### src/rtl/cave_input_conditioner.sv
// ---------------------------------------------------------------------------
// cave_input_conditioner
//
// Turns raw player inputs into the registered control vectors that feed the
// Cave core's Main joystick inputs. PS/2 key events are tracked as held keys,
// ORed with the HPS joystick bits, and registered. Each player's coin input is
// shaped into a single fixed-width pulse followed by a hold-off period.
//
// Ports:
//   clock       in   1   system clock (clk_sys)
//   reset       in   1   synchronous, active-high reset
//   ps2_key     in  11   [10] event toggle, [9] pressed, [8] extended (ignored),
//                        [7:0] scan code
//   joystick_0  in  11   player 1 HPS joystick: [0]R [1]L [2]D [3]U [4]B1
//                        [5]B2 [6]B3 [7]start [8]coin [9]pause
//   joystick_1  in  11   player 2, same layout as joystick_0
//   player1     out 10   [0]up [1]down [2]left [3]right [4]b1 [5]b2 [6]b3
//                        [7]start [8]coin [9]pause
//   player2     out 10   same layout as player1
//   service1    out  1   service 1 (key 9)
//   service2    out  1   service 2 (key 0)
// ---------------------------------------------------------------------------

// ---------------------------------------------------------------------------
// CaveCoinShaper
//
// Converts a level coin signal into one pulse of exactly COIN_CYCLES cycles,
// followed by a hold-off of COIN_CYCLES cycles during which new presses are
// discarded.
//
// Ports:
//   clock    in  1  system clock
//   reset    in  1  synchronous, active-high reset
//   rawCoin  in  1  combined (key OR joystick) coin level
//   pulse    out 1  shaped coin pulse, straight from the state register
// ---------------------------------------------------------------------------
module CaveCoinShaper #(
  parameter int unsigned COIN_CYCLES = 24'd3_000_000,
  parameter int unsigned CNT_W       = 24
) (
  input  logic clock,
  input  logic reset,
  input  logic rawCoin,
  output logic pulse
);

  localparam logic [CNT_W-1:0] RELOAD = CNT_W'(COIN_CYCLES - 1);

  typedef enum logic [1:0] {
    IDLE    = 2'd0,
    PULSE   = 2'd1,
    HOLDOFF = 2'd2
  } coinState_t;

  coinState_t       state_q, state_d;
  logic [CNT_W-1:0] count_q, count_d;
  logic             raw_q;

  // State, counter and the delayed coin level used for edge detection.
  // raw_q resets to 1 so a coin held through reset is not seen as a new press.
  always_ff @(posedge clock) begin
    if (reset) begin
      state_q <= IDLE;
      count_q <= '0;
      raw_q   <= 1'b1;
    end else begin
      state_q <= state_d;
      count_q <= count_d;
      raw_q   <= rawCoin;
    end
  end

  // Next-state logic. Rising edges outside IDLE are simply ignored, so a
  // press during the pulse or hold-off is lost rather than queued.
  always_comb begin
    state_d = state_q;
    count_d = count_q;
    unique case (state_q)
      IDLE: begin
        if (rawCoin && !raw_q) begin
          state_d = PULSE;
          count_d = RELOAD;
        end
      end
      PULSE: begin
        if (count_q != '0) begin
          count_d = count_q - CNT_W'(1);
        end else begin
          state_d = HOLDOFF;
          count_d = RELOAD;
        end
      end
      HOLDOFF: begin
        if (count_q != '0) begin
          count_d = count_q - CNT_W'(1);
        end else begin
          state_d = IDLE;
        end
      end
      default: begin
        state_d = IDLE;
        count_d = '0;
      end
    endcase
  end

  assign pulse = (state_q == PULSE);

endmodule

module cave_input_conditioner #(
  parameter int unsigned COIN_CYCLES = 24'd3_000_000,
  parameter int unsigned CNT_W       = 24
) (
  input  logic        clock,
  input  logic        reset,
  input  logic [10:0] ps2_key,
  input  logic [10:0] joystick_0,
  input  logic [10:0] joystick_1,
  output logic [9:0]  player1,
  output logic [9:0]  player2,
  output logic        service1,
  output logic        service2
);

  logic       toggle_q;
  logic [9:0] keyP1_q, keyP1_d;
  logic [8:0] keyP2_q, keyP2_d;
  logic       keySvc1_q, keySvc1_d;
  logic       keySvc2_q, keySvc2_d;

  logic [9:0] player1_q, player2_q;
  logic       service1_q, service2_q;

  logic       ps2Event;
  logic       ps2Pressed;
  logic [7:0] ps2Code;
  logic [9:0] p1Raw, p2Raw;
  logic       coin1Pulse, coin2Pulse;
  logic       unusedBits;

  assign ps2Event   = (ps2_key[10] != toggle_q);
  assign ps2Pressed = ps2_key[9];
  assign ps2Code    = ps2_key[7:0];

  // The extended-key flag and the top joystick bit carry nothing we need.
  assign unusedBits = ^{ps2_key[8], joystick_0[10], joystick_1[10]};

  // Key tracking: on a toggle change, the key whose scan code matches takes
  // the pressed flag. Unknown codes leave every key untouched.
  always_comb begin
    keyP1_d   = keyP1_q;
    keyP2_d   = keyP2_q;
    keySvc1_d = keySvc1_q;
    keySvc2_d = keySvc2_q;
    if (ps2Event) begin
      case (ps2Code)
        8'h75: keyP1_d[0] = ps2Pressed;
        8'h72: keyP1_d[1] = ps2Pressed;
        8'h6B: keyP1_d[2] = ps2Pressed;
        8'h74: keyP1_d[3] = ps2Pressed;
        8'h14: keyP1_d[4] = ps2Pressed;
        8'h11: keyP1_d[5] = ps2Pressed;
        8'h29: keyP1_d[6] = ps2Pressed;
        8'h16: keyP1_d[7] = ps2Pressed;
        8'h2E: keyP1_d[8] = ps2Pressed;
        8'h4D: keyP1_d[9] = ps2Pressed;
        8'h2D: keyP2_d[0] = ps2Pressed;
        8'h2B: keyP2_d[1] = ps2Pressed;
        8'h23: keyP2_d[2] = ps2Pressed;
        8'h34: keyP2_d[3] = ps2Pressed;
        8'h1C: keyP2_d[4] = ps2Pressed;
        8'h1B: keyP2_d[5] = ps2Pressed;
        8'h15: keyP2_d[6] = ps2Pressed;
        8'h1E: keyP2_d[7] = ps2Pressed;
        8'h36: keyP2_d[8] = ps2Pressed;
        8'h46: keySvc1_d  = ps2Pressed;
        8'h45: keySvc2_d  = ps2Pressed;
        default: ;
      endcase
    end
  end

  // The joystick word lists directions as R/L/D/U; the core wants U/D/L/R.
  // Player 2 has no pause key, so its pause bit comes from the joystick only.
  assign p1Raw = keyP1_q
               | {joystick_0[9:4], joystick_0[0], joystick_0[1], joystick_0[2], joystick_0[3]};
  assign p2Raw = {1'b0, keyP2_q}
               | {joystick_1[9:4], joystick_1[0], joystick_1[1], joystick_1[2], joystick_1[3]};

  // Key state and output registers. The toggle follows ps2_key[10] even in
  // reset so that leaving reset never looks like a fresh key event. The coin
  // bit of each output register stays 0; the shaper supplies it instead.
  always_ff @(posedge clock) begin
    if (reset) begin
      toggle_q   <= ps2_key[10];
      keyP1_q    <= '0;
      keyP2_q    <= '0;
      keySvc1_q  <= 1'b0;
      keySvc2_q  <= 1'b0;
      player1_q  <= '0;
      player2_q  <= '0;
      service1_q <= 1'b0;
      service2_q <= 1'b0;
    end else begin
      toggle_q   <= ps2_key[10];
      keyP1_q    <= keyP1_d;
      keyP2_q    <= keyP2_d;
      keySvc1_q  <= keySvc1_d;
      keySvc2_q  <= keySvc2_d;
      player1_q  <= {p1Raw[9], 1'b0, p1Raw[7:0]};
      player2_q  <= {p2Raw[9], 1'b0, p2Raw[7:0]};
      service1_q <= keySvc1_q;
      service2_q <= keySvc2_q;
    end
  end

  CaveCoinShaper #(
    .COIN_CYCLES(COIN_CYCLES),
    .CNT_W      (CNT_W)
  ) coinShaper1 (
    .clock  (clock),
    .reset  (reset),
    .rawCoin(p1Raw[8]),
    .pulse  (coin1Pulse)
  );

  CaveCoinShaper #(
    .COIN_CYCLES(COIN_CYCLES),
    .CNT_W      (CNT_W)
  ) coinShaper2 (
    .clock  (clock),
    .reset  (reset),
    .rawCoin(p2Raw[8]),
    .pulse  (coin2Pulse)
  );

  assign player1  = player1_q | {1'b0, coin1Pulse, 8'h00};
  assign player2  = player2_q | {1'b0, coin2Pulse, 8'h00};
  assign service1 = service1_q;
  assign service2 = service2_q;

endmodule
### config.mk
export PLATFORM = sky130hd
export DESIGN_NAME = cave_input_conditioner
export DESIGN_NICKNAME = d
export VERILOG_FILES = /design/src/rtl/cave_input_conditioner.sv
export SDC_FILE = /design/constraint.sdc
export NUM_CORES = 1
export LEC_CHECK = 0
export ABC_CLOCK_PERIOD_IN_PS = 3150
export BUFFER_PORTS_ARGS = -buffer_cell sky130_fd_sc_hd__buf_2
export CORE_MARGIN = 8
export CORE_UTILIZATION = 55
export DETAILED_ROUTE_END_ITERATION = 10
export HOLD_SLACK_MARGIN = 0.15
export PLACE_DENSITY = 0.76
export SYNTH_ARGS = -nofsm -noshare
export SYNTH_HDL_FRONTEND = slang
export SYNTH_SLANG_ARGS = --single-unit
### constraint.sdc
create_clock -name clock -period 3.15 [get_ports clock]
set_input_delay 0.1575 -clock clock [delete_from_list [all_inputs] [get_ports clock]]
set_output_delay 0.1575 -clock clock [all_outputs]
set_load 0.02 [all_outputs]
**Yosys cells after proc, flatten, opt, wreduce, memory -nomap -nowiden**

Index checks and enable logic that the tools add are counted.

- Equality and inequality tests: 34
- Bitwise logic cells: 4
- Add/subtract/negate cells: 2
- Reductions and logical operators: 33
- Multiplexer cells: 16

Operators by type and width:

| operator | count |
|---|---|
| $mux W24 | 6 |
| $pmux W24 S3 | 2 |
| $eq A8 B5 Y1 const B | 7 |
| $eq A8 B6 Y1 const B | 7 |
| $eq A8 B7 Y1 const B | 7 |
| $reduce_bool A24 Y1 | 2 |
| $sub A24 B1 Y24 const B | 2 |
| $reduce_and A2 Y1 | 23 |
| $or A10 B9 Y10 | 2 |
| $mux W2 | 6 |
| $pmux W2 S3 | 2 |
| $or A10 B10 Y10 | 1 |
| $or A9 B10 Y10 | 1 |
| $ne A2 B1 Y1 const B | 4 |
| $ne A2 B2 Y1 const B | 4 |
| $reduce_and A3 Y1 | 2 |
| $eq A2 B1 Y1 const B | 2 |
| $eq A2 B2 Y1 const B | 2 |
| $logic_not A2 Y1 | 2 |
| $logic_and A1 B1 Y1 | 2 |
| $logic_not A1 Y1 | 2 |
| $ne A1 B1 Y1 | 1 |

- Register bits after elaboration: 98
- Output and inout bits: 22
- Input port bits: 35
- Word-level logic and storage cells: 123

**Logic depth before layout (Yosys ltp)**

- Depth in word-level cells: 4
- Gate-level depth with buffers: 10

**Cells and area by module**

Synthesis repeated with hierarchy kept, for this count alone.

- Cells, all modules: 594
- Area, all modules: 5,136.2 sq um

Modules (own cells, without submodules):

| module | times used | sequential area each (sq um) | area each (sq um) | cells an instance |
|---|---|---|---|---|
| CaveCoinShaper | 2 | 540.5 | 1,687.9 | 209 |
| cave_input_conditioner | 1 | 840.8 | 1,760.4 | 176 |

**Worst setup path after synthesis**

Ideal clock, no wire load.

- Path type: register to register
- Start point: reg coinShaper2.count_q[8]
- End point: reg coinShaper2.count_q[20]
- Arrival: 2,439 ps
- Slack: 641 ps
- Buffers on the path: 1
- Clock period less this slack: 2,509 ps
- Cell stages (with the launch flop): 7
- Required time: 3,080 ps
- Cell sequence: dfxtp_1 > or4_4 > or4_1 > buf_2 > or4_1 > or3_1 > a21oi_1

- Longest elaborated chain between the ends: 3
- Elaborated cells on any way between the ends: 7

RTL lines:

| element | line | source |
|---|---|---|
| start: declaration | 56 | `logic [CNT_W-1:0] count_q, count_d;` |
| start signal: assignment | 68 | `count_q <= count_d;` |
| $sub A24 B1 Y24 / $reduce_bool A24 Y1 (equally long branches) | -- |  |
| $mux W24 (tied with other cells) | 94 | `if (count_q != '0) begin` |
| $pmux W24 S3 / $reduce_and A2 Y1 (equally long branches) | -- |  |

Several ways; a longest one is shown, not always the timed one. The select of a mux whose other input is x is not followed.
A chain may end at the register's enable or synchronous reset.

**Final worst setup path**

- Start point: reg coinShaper2.count_q[0]
- End point: reg coinShaper2.count_q[1]

Same word-level chain as after synthesis.

==> results.txt <==
----------------------------------------------------
[Outcome]
  Outcome ... finished clean

[Global routing]
  Pin count of the biggest net entering global routing ... 54
  Initial antenna violation count ... 0
  Wire length of the first global-routing pass ... 20900 um
  Total congestion overflow after global routing ... 0
  Total routing resource utilization after global routing ... 21.4%
  Via count of the first global-routing pass ... 4446

[Detailed routing]
  Number of DRC markers after the initial detailed-route iteration ... 270
  Routed via count ... around 4800
  Total routed wirelength ... roughly 13000 um
  Count of TritonRoute iterations in the first routing pass ... 5
  Count of antenna-violating nets left after detailed routing ... 0
  Post-route DRC violation count ... 0
  Detail-routed net length per standard cell ... ~16 um
  Routed via count divided by cell count ... 6.06

[CTS]
  # Post-CTS Setup Buffers ... 0
  Clock tree from TritonCTS ... done
  Maximum level of the CTS H-tree ... 3
  Clock root cell ... clkbuf_8
  Worst-path clk slew ... approximately 0.11 ns
  Clk Latency, worst-skew pair ... 0.38 ns
  Clock Sink Count ... 96
  Hold-fix buffers, CTS ... 22
  Maximum root-to-sink buffer count ... 2
  Post_cts resized ... 0
  Number of buffers created by CTS ... 9

[STA]
  Achievable Freq ... around 350 MHz
  Number of endpoints failing setup at the final stage ... 0
  Relative slew margins ... 55.0%
  RSZ-0062 raised after global routing ... false
  Setup slack after layout ... just over 0.3 ns
  Worst hold slack after final layout ... 0.194 ns
  Final total negative setup slack ... 0 ns
  Worst Tran Pin Value ... 0.675 ns
  Shortest clock period the worst path allows after layout ... 2.84 ns
  Setup skew after layout ... 0.0110 ns
  Tcrit/Tclk final ... 90.2%
  Final number of max-transition violations ... 0
  Hold Fails Final Rpt ... 0

[Critical path]
  Worst Path Max Fanout ... 16
  Setup crit end kind ... flop
  Peak per-stage delay on the critical path ... 0.58 ns
  Endpoint required time on the critical path ... around 3.4 ns
  Highest-delay cell along the critical path ... or4b_2
  CP cell instances ... inv_1 -> ha_1 -> or4b_2 -> or4_4 -> or2_1 -> a21oi_1 -> o22ai_1 -> a311oi_1
  Critical Setup Path Class ... flop to flop
  Crit path launch type ... flop
  Critical Path AT ... about 3.1 ns

[Power]
  Power density normalized to cell area ... around 540 nW/um^2
  Final Power ... 3.04 mW
  P_leak ... 2.38 nW
  VDD IR max ... 0.279 mV

[Logic synthesis]
  Post-synthesis cell area ... approximately 5000 um^2
  Commonest register cell after synthesis ... dfxtp_1
  Cell accounting for the most synthesized area ... dfxtp_1
  Count of flip-flops with a built-in enable after synthesis ... 0
  Area contributors post-synth ... dfxtp_1, nor2_1, a21oi_1
  Ys async rst share ... 0%
  Area share of the largest cell type after synthesis ... around two fifths
  Mean instance size in the synthesized netlist ... 7.97 um^2
  Count of cell types in the netlist ... 69
  Yosys reg bits ... 96
  Post-synth net total ... 648
  Number of warning messages in the yosys log ... 0
  Seq/Total Area, Yosys ... 39.5%
  Synthesized instance count ... 610

[Final layout]
  Post-Layout Cell Count ... 787
  Share of cells above drive strength 1 ... 14.6%
  Antenna diode count ... 0
  P&R area growth vs syn ... 15.3%
  Final #Nets ... 712
  Core occupancy in the finished layout ... 65.0%
  Finished layout cell area ... between 5000 and 6000 um^2

[Placement]
  DP Cell Count ... 749
  Placed wire-length estimate ... 8960 um
  Number of I/O port buffers ... 53
  Worst setup timing slack at the placement stage ... 0.364 ns
  Standard cell area after detailed placement ... ~5200 um^2
  Routability cong. ... 0.968

[Floorplan]
  Boundary pin count ... 57
  Effective utilization at floorplan ... a little under three fifths
  Floorplan core area ... 8640 um^2
  Full die area ... approximately 12000 um^2
  Vertical die dimension ... between 100 and 150 um
  Die Width ... between 100 and 150 um
  Number of placement rows ... 34

[Run]
  Max-capacitance violation count ... 0

[Worst hold path]
  Worst Hold Class ... input port to flop

----------------------------------------------------
[state kept, by name, indices dropped and copies added (netlist names), 2 cells and up]
register,flops
coinShaper2.count_q,24
player2_q,9
keyP1_q,10
coinShaper1.count_q,24
player1_q,9
coinShaper2.state_q,2
keyP2_q,9
coinShaper1.state_q,2
[synthesized netlist by cell type (3+ instances only)]
master       n
a21o_1       5
a21oi_1     46
a31oi_1      7
and2_1       3
and3_1       5
buf_1        6
buf_2        3
buf_4        3
clkbuf_1    18
dfxtp_1     96
ha_1         3
inv_1        8
mux2i_1     18
nand2_1     50
nand2b_1     4
nand3_1     21
nand4_1     14
nor2_1     102
nor2b_1      8
nor3_1      23
nor4_1      16
nor4b_1      4
o2111ai_1    4
o21ai_0     27
o21bai_1     4
o221ai_1     4
o22ai_1      5
o31ai_1      3
or2_2        4
or3_1        7
or3_2        4
or4_1       10
xnor2_1     13
xor2_1      10
[worst paths after layout]
kind / cells past startpoint / slack, ns / to / start
max: 8 / 0.31 / coinShaper2.count_q[1] / coinShaper2.count_q[0]
min: 4 / 0.19 / keyP2_q[7] / ps2_key[3]
max reg2reg: 8 / 0.31 / coinShaper2.count_q[1] / coinShaper2.count_q[0]
min reg2reg: 2 / 0.46 / keyP1_q[3] / keyP1_q[3]
[placed cells by master, fill, tap and decap left out, types with 10 or more instances in the layout]
master and count:
nor3_1 23, buf_2 53, dlygate4sd3_1 22, nand4_1 14, or4_1 10, nor4_1 16, o21ai_0 27, a21oi_1 46
dfxtp_1 96, xnor2_1 13, mux2i_1 18, nand3_1 21, xor2_1 10, nand2_1 50, nor2_1 102
[power breakdown]
group / total, mW / leakage, nW / internal [mW] / switching, mW
sequential: 1.40 / 0.786 / 1.30 / 0.101
clock: 0.807 / 0.0970 / 0.312 / 0.495
combinational: 0.832 / 1.49 / 0.332 / 0.499
total: 3.04 / 2.38 / 1.94 / 1.09
[worst max-delay path: cells and delay by family (launching register included)]
family                   cells  cell delay (ns)
AO/OA/AOI/OAI                3             0.60
buffers and inverters        1             0.10
AND/OR/NAND/NOR              3             1.51
adder cells (fa/ha/maj)      1             0.17
flip-flops                   1             0.37
[kinds of logic after synthesis]
kind of cell	after synthesis	share of synthesized area, %
xor+xnor	23	4.14
fa+ha+maj	3	0.772
flops	96	39.5
compound gates	132	17.2
simple gates	298	31.1
buf+inv	40	3.55
mux	18	3.70
[cell type report]
type                       count  area, um^2
timing repair buffer          84         553
tap                          108         135
inverter                       9        33.8
multi-input combinational    474        2770
clock inverter                 7        72.6
sequential                    96        1920
fill                         764        3030
clock buffer                   9         124
[layer usage]
layer	GRT usage (%)	part of all wire, %
met2	36.0	48
met1	25.9	44
met4	10.0	2.4
met5	0	0
met3	4.01	6.0
Power figures use the tool's default switching activity.
